### src/rtl/mips_mc_control.sv
// Multi-cycle MIPS main controller: fetch/decode/execute/mem/writeback FSM
// with configurable memory read latency and illegal-op/overflow exceptions.
module mips_mc_control #(
  parameter int MEM_LAT = 1
) (
  input  logic       Clk,
  input  logic       reset,
  input  logic [5:0] opcode,
  input  logic [5:0] funct,
  input  logic       ALU_zero,
  input  logic       ALU_overflow,
  output logic       PC_load,
  output logic [1:0] PCSource,
  output logic       IorD,
  output logic       wr,
  output logic       IR_load,
  output logic       MDR_load,
  output logic       A_load,
  output logic       B_load,
  output logic       ALUOut_load,
  output logic       EPC_load,
  output logic       ALUSrcA,
  output logic [1:0] ALUSrcB,
  output logic [2:0] ALU_sel,
  output logic       RegDst,
  output logic       MemtoReg,
  output logic       RegWrite,
  output logic [3:0] state
);

  localparam int CW = (MEM_LAT > 1) ? $clog2(MEM_LAT) : 1;

  typedef enum logic [3:0] {
    S_RESET  = 4'd0,
    S_FETCH  = 4'd1,
    S_DECODE = 4'd2,
    S_EXEC_R = 4'd3,
    S_RWB    = 4'd4,
    S_EXEC_I = 4'd5,
    S_IWB    = 4'd6,
    S_ADDR   = 4'd7,
    S_MEMRD  = 4'd8,
    S_MWB    = 4'd9,
    S_MEMWR  = 4'd10,
    S_BRANCH = 4'd11,
    S_JUMP   = 4'd12,
    S_EXC    = 4'd13
  } state_t;

  localparam logic [5:0] OP_R    = 6'h00;
  localparam logic [5:0] OP_J    = 6'h02;
  localparam logic [5:0] OP_BEQ  = 6'h04;
  localparam logic [5:0] OP_BNE  = 6'h05;
  localparam logic [5:0] OP_ADDI = 6'h08;
  localparam logic [5:0] OP_LW   = 6'h23;
  localparam logic [5:0] OP_SW   = 6'h2B;
  localparam logic [5:0] FN_ADD  = 6'h20;
  localparam logic [5:0] FN_SUB  = 6'h22;
  localparam logic [5:0] FN_AND  = 6'h24;

  state_t        state_q, state_d;
  logic [CW-1:0] cnt_q, cnt_d;
  logic          cnt_last;
  logic          r_ok;

  assign cnt_last = (cnt_q == CW'(MEM_LAT - 1));
  assign r_ok = (funct == FN_ADD) || (funct == FN_SUB) ||
                (funct == FN_AND);
  assign state = state_q;

  always_ff @(posedge Clk or negedge reset) begin
    if (!reset) begin
      state_q <= S_RESET;
      cnt_q   <= '0;
    end else begin
      state_q <= state_d;
      cnt_q   <= cnt_d;
    end
  end

  always_comb begin
    state_d     = S_RESET;
    cnt_d       = '0;
    PC_load     = 1'b0;
    PCSource    = 2'b00;
    IorD        = 1'b0;
    wr          = 1'b0;
    IR_load     = 1'b0;
    MDR_load    = 1'b0;
    A_load      = 1'b0;
    B_load      = 1'b0;
    ALUOut_load = 1'b0;
    EPC_load    = 1'b0;
    ALUSrcA     = 1'b0;
    ALUSrcB     = 2'b00;
    ALU_sel     = 3'b000;
    RegDst      = 1'b0;
    MemtoReg    = 1'b0;
    RegWrite    = 1'b0;
    case (state_q)
      S_RESET: state_d = S_FETCH;
      S_FETCH: begin
        ALUSrcB = 2'b01;
        ALU_sel = 3'b001;
        if (cnt_last) begin
          IR_load = 1'b1;
          PC_load = 1'b1;
          state_d = S_DECODE;
        end else begin
          cnt_d   = cnt_q + 1'b1;
          state_d = S_FETCH;
        end
      end
      S_DECODE: begin
        A_load      = 1'b1;
        B_load      = 1'b1;
        ALUOut_load = 1'b1;
        ALUSrcB     = 2'b11;
        ALU_sel     = 3'b001;
        case (opcode)
          OP_R:         state_d = r_ok ? S_EXEC_R : S_EXC;
          OP_LW, OP_SW: state_d = S_ADDR;
          OP_BEQ,
          OP_BNE:       state_d = S_BRANCH;
          OP_J:         state_d = S_JUMP;
          OP_ADDI:      state_d = S_EXEC_I;
          default:      state_d = S_EXC;
        endcase
      end
      S_EXEC_R: begin
        ALUSrcA     = 1'b1;
        ALUOut_load = 1'b1;
        case (funct)
          FN_ADD:  ALU_sel = 3'b001;
          FN_SUB:  ALU_sel = 3'b010;
          FN_AND:  ALU_sel = 3'b011;
          default: ALU_sel = 3'b000;
        endcase
        // and cannot overflow; only add/sub trap
        if (ALU_overflow && (funct != FN_AND)) state_d = S_EXC;
        else                                   state_d = S_RWB;
      end
      S_RWB: begin
        RegDst   = 1'b1;
        RegWrite = 1'b1;
        state_d  = S_FETCH;
      end
      S_EXEC_I: begin
        ALUSrcA     = 1'b1;
        ALUSrcB     = 2'b10;
        ALU_sel     = 3'b001;
        ALUOut_load = 1'b1;
        state_d     = ALU_overflow ? S_EXC : S_IWB;
      end
      S_IWB: begin
        RegWrite = 1'b1;
        state_d  = S_FETCH;
      end
      S_ADDR: begin
        ALUSrcA     = 1'b1;
        ALUSrcB     = 2'b10;
        ALU_sel     = 3'b001;
        ALUOut_load = 1'b1;
        state_d     = (opcode == OP_LW) ? S_MEMRD : S_MEMWR;
      end
      S_MEMRD: begin
        IorD = 1'b1;
        if (cnt_last) begin
          MDR_load = 1'b1;
          state_d  = S_MWB;
        end else begin
          cnt_d   = cnt_q + 1'b1;
          state_d = S_MEMRD;
        end
      end
      S_MWB: begin
        MemtoReg = 1'b1;
        RegWrite = 1'b1;
        state_d  = S_FETCH;
      end
      S_MEMWR: begin
        IorD    = 1'b1;
        wr      = 1'b1;
        state_d = S_FETCH;
      end
      S_BRANCH: begin
        ALUSrcA  = 1'b1;
        ALU_sel  = 3'b111;
        PCSource = 2'b01;
        PC_load  = (opcode == OP_BNE) ? !ALU_zero : ALU_zero;
        state_d  = S_FETCH;
      end
      S_JUMP: begin
        PCSource = 2'b10;
        PC_load  = 1'b1;
        state_d  = S_FETCH;
      end
      S_EXC: begin
        ALUSrcB  = 2'b01;
        ALU_sel  = 3'b010;
        EPC_load = 1'b1;
        PC_load  = 1'b1;
        PCSource = 2'b11;
        state_d  = S_FETCH;
      end
      default: state_d = S_RESET;
    endcase
  end

endmodule
### config.mk
export PLATFORM = sky130hd
export DESIGN_NAME = mips_mc_control
export DESIGN_NICKNAME = d
export VERILOG_FILES = /design/src/rtl/mips_mc_control.sv
export SDC_FILE = /design/constraint.sdc
export NUM_CORES = 1
export LEC_CHECK = 0
export ABC_CLOCK_PERIOD_IN_PS = 2000
export CAP_MARGIN = 5
export CORE_MARGIN = 3
export CORE_UTILIZATION = 31
export CTS_CLUSTER_DIAMETER = 40
export DETAILED_ROUTE_END_ITERATION = 8
export GPL_ROUTABILITY_DRIVEN = 0
export GPL_TIMING_DRIVEN = 0
export PLACE_DENSITY = 0.69
export SLEW_MARGIN = 30
export SYNTH_ARGS = -nofsm -noshare
export SYNTH_HDL_FRONTEND = slang
export SYNTH_SLANG_ARGS = --single-unit
export TNS_END_PERCENT = 50
### constraint.sdc
create_clock -name Clk -period 2 [get_ports Clk]
set_clock_uncertainty 0.1 [all_clocks]
set_input_delay 0.4 -clock Clk [delete_from_list [all_inputs] [get_ports Clk]]
set_output_delay 0.4 -clock Clk [all_outputs]
set_load 0.005 [all_outputs]
After elaboration in Yosys (flattened, before gate mapping) --
Index checks and enable logic that the tools add are counted.
Operators by class: $add $sub $neg 1, multipliers 0, div/mod/pow operators 0, magnitude comparators 0, equal/unequal tests 23, shift operators 0, multiplexer cells 28, bitwise logic cells 0, reduce and logical (&&, ||, !) cells 18
Operator list (count):
- $eq A6 B6 Y1 const B | 5
- $pmux W4 S7 | 1
- $eq A4 B4 Y1 const B | 6
- $pmux W4 S5 | 1
- $pmux W2 S3 | 3
- $eq A4 B3 Y1 const B | 4
- $mux W1 | 16
- $reduce_or A2 Y1 | 7
- $eq A6 B3 Y1 const B | 2
- $mux W4 | 3
- $pmux W3 S4 | 1
- $reduce_or A4 Y1 | 3
- $eq A4 B2 Y1 const B | 2
- $reduce_or A8 Y1 | 1
- $eq A6 B2 Y1 const B | 1
- $eq A6 B4 Y1 const B | 1
- $logic_not A6 Y1 | 1
- $ne A6 B6 Y1 const B | 1
- $eq A4 B1 Y1 const B | 1
- $logic_not A4 Y1 | 1
- $mux W2 | 2
- $pmux W1 S3 | 1
- $reduce_or A3 Y1 | 1
- $logic_or A1 B1 Y1 | 2
- other kinds (3) | 3
Word-level totals: bits in registers 5, latch bits 0, RAM bits 0, memory bits (read-only) 0, input port bits 16, output and inout bits 24, word-level logic and storage cells 72, memories kept 0

Logic depth before layout (Yosys ltp) --
depth after elaboration 6, depth in mapped cells 6, depth with buffers taken out 4

Worst setup path before layout --
Ideal clock, no wire load.
path type input -> output, start point in opcode[5], end point out PC_load, arrival time 1.344 ns, setup slack 0.156 ns, stages on the path 4, cells stage by stage or4b_4 nor3b_2 xnor2_1 o21ai_1
Between the ends: cells in the longest elaborated chain, start to end 3
Ends and longest elaborated chain:
- from (decl) | line 8 | input logic [5:0] opcode,
- $eq A6 B3 Y1 | line 190 | PC_load = (opcode == OP_BNE) ? !ALU_zero : ALU_zero;
- $mux W1 | line 190
- $pmux W1 S3 | line 100 | case (state_q)
- to (decl) | line 12 | output logic PC_load,
No other way between the ends.

Worst setup path in the final report --
start point in opcode[3], end point out PC_load
The elaborated chain is that of the path after synthesis.

==> results.py <==
metrics = {
    "status": {
        "status": "finished with violations",
        "violations": "negative setup slack",
    },
    "clock_network": {
        "cts_tree": "yes",
        "cts_buffer_depth": 2,
        "cts_hold_repair.buffers": 0,
        "clk_latency_ns": 0.24,
        "cts_inserted_buffers": 3,
        "clock-sinks": 4,
        "htreeDepth": 1,
        "clkTransAtPathRegs_ns": 0.04,
        "clk_root_buffer_cell": "clkbuf_4",
    },
    "final_layout": {
        "synthToLayoutAreaGrowth_pct": 104.5,
        "drive_gt1_share_pct": 44.90,
        "mostFrequentLayoutCell": "dlygate4sd2_1",
        "seq_area_um2": 105.1,
        "n_antenna_cell": 0,
        "fillers": 177,
        "multi_input_area_um2": 588.1,
        "final_cell_mix": "dlygate4sd2_1, buf_4, nor2_1",
        "largest_reg_flops": 4,
        "fin_nets": 165,
    },
    "timing": {
        "rsz0062_at_grt": "true",
        "tns_ns": -0.2399,
        "worst_hold_slack_ns": 0.2585,
        "worst_slack_ns": -0.1303,
        "post-route-period-util_pct": 106.5,
        "period_needed_ns": 2.130,
        "drv_slew": 0,
        "hold_viol": 0,
        "worst_pin_slew_ns": 0.2762,
        "timing.slew.headroom_pct": 81.35,
        "setup_viol": 4,
        "maxClockFrequency_mhz": 469.4,
    },
    "synthesis": {
        "synth_cells": 89,
        "yosysTopAreaCellShare_pct": 15.56,
        "dominantRegCellSynth": "dfrtp_1",
        "synthDistinctLibCells": 34,
        "synth-seq-cells": 4,
        "ys_top_cells_by_area": "dfrtp_1, nor2_1, a21oi_1, nand2b_1, a2111oi_4",
        "synth-edff-count": 0,
        "yosysWarnings": 0,
        "yosysTopAreaCell": "dfrtp_1",
        "synth-async-reset-ratio_pct": 100.0,
        "avgSynthCellArea_um2": 7.226,
        "syn_area_um2": 643.1,
        "syn_nets": 105,
        "ys_seq_area_share_pct": 15.56,
    },
    "setup_path": {
        "slowest_delay_ns": 0.53,
        "cp-end-kind": "primary output",
        "cp.required_ns": 1.50,
        "crit_fanout": 4,
        "crit_path_cell_trace": "buf_8 -> or4b_4 -> nor3b_2 -> xnor2_1 -> o21ai_1 -> buf_2",
        "crit_arrival_ns": 1.63,
        "crit_family": "simple AND/OR/NAND/NOR gates",
        "startpoint_type": "input pin",
        "cp_slowest_cell": "or4b_4",
        "path_buf_inv": 2,
        "path_class": "input pin to primary output",
    },
    "pwr": {
        "powerDensity_nw_per_um2": 1125,
        "p_leak_nw": 0.6204,
        "worst_ir_drop_vdd_mv": 0.6125,
    },
    "floorplan": {
        "core-area_um2": 1839,
        "die_x_um": 51.55,
        "die_area_um2": 2657,
        "chipHeight_um": 51.55,
        "rows": 15,
        "pin_count": 40,
        "initial_utilization_pct": 34.97,
    },
    "global_routing": {
        "grt_max_degree": 11,
        "antenna_found_initial": 0,
        "grt_overflow_total": 0,
        "grt_pass1_vias": 848,
        "grt_pass1_wl_mm": 3.581,
        "grt_util_all_layers_pct": 17.54,
    },
    "detailed_routing": {
        "wire_per_inst_um": 14.06,
        "drt_pass1_iterations": 4,
        "drc": 0,
        "drtIter0Drc": 16,
        "vias": 923,
        "viasPerCell": 5.366,
        "antenna_left": 0,
        "wirelength_mm": 2.418,
    },
    "placement": {
        "port_buffers": 39,
        "place_ws_ns": -1.046,
        "dpl.hpwl_mm": 1.617,
    },
    "flow_run": {
        "cap_violations": 0,
    },
    "hold_path": {
        "hp-class": "input pin to asynchronous set/reset pin",
    },
}
metal layers:
layer / vias to the layer above / global-route usage [%] / share of wire [%]
met3: 5 / 2.006 / 6.3
met1: 424 / 19.40 / 39
met5: - / 0 / 0
li1: 452 / - / -
met2: 42 / 32.63 / 53
met4: 0 / 8.734 / 1.4
repair_timing:
| action | CTS | global route |
|---|---|---|
| pin swaps | 10 | 9 |
| setup buffers | 13 | 5 |
| endpoints found under the setup margin | 22 | 10 |
| gates resized for setup | 94 | 32 |
kinds of logic after synthesis:
group / count (synthesis) / share of synthesized area (%)
mux: 1 / 1.751
buf+inv: 11 / 7.198
flops: 4 / 15.56
compound gates: 25 / 29.18
xor+xnor: 4 / 5.448
simple gates: 44 / 40.86
stage by stage:
stage / power (W) / utilization [%] / cell area [um^2] / std cells
floorplan: 0.0006099 / - / 643.1 / 89
global placement: 0.001102 / 57.89 / 1065 / 153
detailed placement: 0.001108 / 57.89 / 1065 / 153
CTS: 0.001345 / 66.87 / 1230 / 167
global route: 0.001599 / 71.50 / 1315 / 172
finish: 0.001479 / 71.50 / 1315 / 172
final cells by class:
class	count	share of cell area (%)
multi-input combinational	74	44.72
timing repair buffer	57	37.49
sequential	4	7.992
buffer	5	4.377
tap	25	2.379
clock buffer	3	1.713
inverter	4	1.332
synth_stat cells (2+ instances only):
| cell | count |
|---|---|
| nor2_1 | 13 |
| a21oi_1 | 8 |
| nand2_1 | 6 |
| nand2b_1 | 6 |
| clkbuf_1 | 5 |
| nor3_1 | 5 |
| dfrtp_1 | 4 |
| inv_1 | 4 |
| nand4b_1 | 3 |
| o21ai_0 | 3 |
| xor2_1 | 3 |
| a31oi_1 | 2 |
| and2_1 | 2 |
| nand3_1 | 2 |
| o21a_1 | 2 |
| o21ai_1 | 2 |
| or4b_1 | 2 |
power by group:
| part | internal, W | switching (W) |
|---|---|---|
| Combinational | 0.000647 | 0.000562 |
| Clock | 0.0000670 | 0.0000322 |
| Sequential | 0.000125 | 0.0000459 |
| Total | 0.000839 | 0.000640 |
final timing paths:
check | startpoint | endpoint | slack, ns | cells past startpoint
max in group asynchronous | reset | state[2]$_DFF_PN0_ | 1.36 | 1
setup / recovery | opcode[3] | PC_load | -0.13 | 6
hold / removal | reset | state[0]$_DFF_PN0_ | 0.26 | 1
min in group Clk | opcode[5] | state[0]$_DFF_PN0_ | 0.34 | 3
setup reg to reg | state[0]$_DFF_PN0_ | state[3]$_DFF_PN0_ | 0.19 | 6
hold reg to reg | state[3]$_DFF_PN0_ | state[2]$_DFF_PN0_ | 0.63 | 2
No activity file was read; power rests on OpenSTA's default activity.
==> edit (config.mk and constraints unchanged) <==
Make the reset (`reset`) synchronous in one clocked block.
--- a/src/rtl/mips_mc_control.sv
+++ b/src/rtl/mips_mc_control.sv
@@ -68,7 +68,7 @@
                 (funct == FN_AND);
   assign state = state_q;
 
-  always_ff @(posedge Clk or negedge reset) begin
+  always_ff @(posedge Clk) begin
     if (!reset) begin
       state_q <= S_RESET;
       cnt_q   <= '0;
Function: differs if reset is asserted again (counterexample within 4 cycles, from zero or initial values and one cycle with reset low); with reset held inactive, the same outputs for 10 cycles.
==> edit against the unedited design <==
The run still ends with setup timing left; synthesized cell count rose by 10%; area after synthesis grew 2.5%; cell area fell by 2.3%; via count rose by 5.2%; utilization decreased by 6.7 points; wire length increased by 0.95%; sequential cell count increased by 1; setup slack gained 0.069 ns; critical path type is now reg -> out; critical endpoint is now ALUOut_load.
Power is not compared: it rests on default switching activity, and its combinational part moved more than twofold at a synthesized area within 25%.
==> edit: results (changes against the unedited design) <==
** Status
- The flow ran to the end, but the final reports show violations.
- The final reports fail on setup timing.

** Yosys
- The post-synthesis area per instance came to 6.728 um2 (-6.9%).
- Synth Net Count :: 114 (+8.6%)
- The distinct cell type count of the synthesized netlist was 39 (+15%).
- Dominant cell type by area after synthesis :: sky130_fd_sc_hd__dfxtp_1
- The share of synthesized flip-flops with an asynchronous set or reset was 0% (-100 points).
- Multiplexer share of the synthesized area :: 1.708% (-0.043 points)
- The commonest cells after synthesis are 15 x sky130_fd_sc_hd__nor2_1, 9 x sky130_fd_sc_hd__nand2_1, 7 x sky130_fd_sc_hd__a21oi_1, 7 x sky130_fd_sc_hd__nand2b_1, 5 x sky130_fd_sc_hd__dfxtp_1.

** Route
- Via count :: 971 (+5.2%)
- Met3 routed wirelength :: 218 um (+43%)
- The detail-routed net length per standard cell came to 13.49 um (-4.1%).
- The met2 wirelength from detailed routing is 1.224 mm (-4.4%).

** Placement
- The worst setup slack after placement came to -0.6701 ns (+0.3755 ns).
- Half-perimeter wire length after placement :: 1.689 mm (+4.4%)

** Critical path
- The most critical setup path has its endpoint at ALUOut_load.
- RR Startpoint :: cnt_q

** Global routing
- Total routing resource utilization after global routing :: 18.81% (+1.3 points)
- Met1 Resource Use GR :: 21.82% (+2.4 points)
- GRT met2 Usage :: 33.47% (+0.85 points)
- The largest net degree at the start of global routing was 12 (+1).
- The global-route met3 utilization came to 4.871% (+2.9 points).

** STA
- The setup slack after layout was -0.06179 ns (+0.06852 ns).
- The number of setup violations in the final report is 4 (unchanged).

** Layout
- The proportion of layout cells with a drive suffix above 1 was 38.96% (-5.9 points).
- The final net count came to 171 (+3.6%).

** Clock tree
- The clock latency of the later-clocked register in the worst-skew pair came to 0.26 ns (+0.02 ns).
==> edit: cell types whose count changed after synthesis, moves of 3 or more <==
| cell | change |
|---|---|
| sky130_fd_sc_hd__clkbuf_1 | -4 |
| sky130_fd_sc_hd__dfxtp_1 | +5 |
| sky130_fd_sc_hd__nand2_1 | +3 |
| sky130_fd_sc_hd__dfrtp_1 | -4 |
| sky130_fd_sc_hd__buf_2 | +3 |
==> edit: what timing repair did <==
item                                    in CTS  in global routing
endpoints found under the setup margin      20                 12
resized for setup                           71                 24
gates cloned                                 0                  0
pin swaps                                   10                  4
setup buffers                               12                  2
==> edit: report_power, final <==
part	leakage (nW)	switching, W	internal, W
logic	0.516	0.000126	0.000150
registers	0.0440	0.0000195	0.000109
clock network	0.0177	0.0000523	0.0000729
==> edit: cell type report <==
type / instances / area (um2)
Multi-Input combinational cell: 83 / 590.6
Fill cell: 174 / 696.9
Tap cell: 27 / 33.78
Sequential cell: 5 / 115.1
Timing Repair Buffer: 53 / 447.9
Inverter: 4 / 17.52
Buffer: 5 / 52.55
Clock buffer: 3 / 22.52
Clock inverter: 1 / 5.005
==> edit: metrics by stage <==
| step | instance area (um2) | utilization (%) |
|---|---|---|
| 2_1_floorplan | 659.4 | - |
| 3_3_place_gp | 1084 | 54.67 |
| 3_5_place_dp | 1084 | 54.67 |
| 4_1_cts | 1249 | 63.01 |
| 5_1_grt | 1285 | 64.84 |
| 6_report | 1285 | 64.84 |
==> edit: critical path: stages (launching register included) <==
cell	delay, ns
sky130_fd_sc_hd__dfxtp_4	0.38
sky130_fd_sc_hd__buf_6	0.14
sky130_fd_sc_hd__nand2b_2	0.12
sky130_fd_sc_hd__a21oi_1	0.15
sky130_fd_sc_hd__clkdlybuf4s50_1	0.52
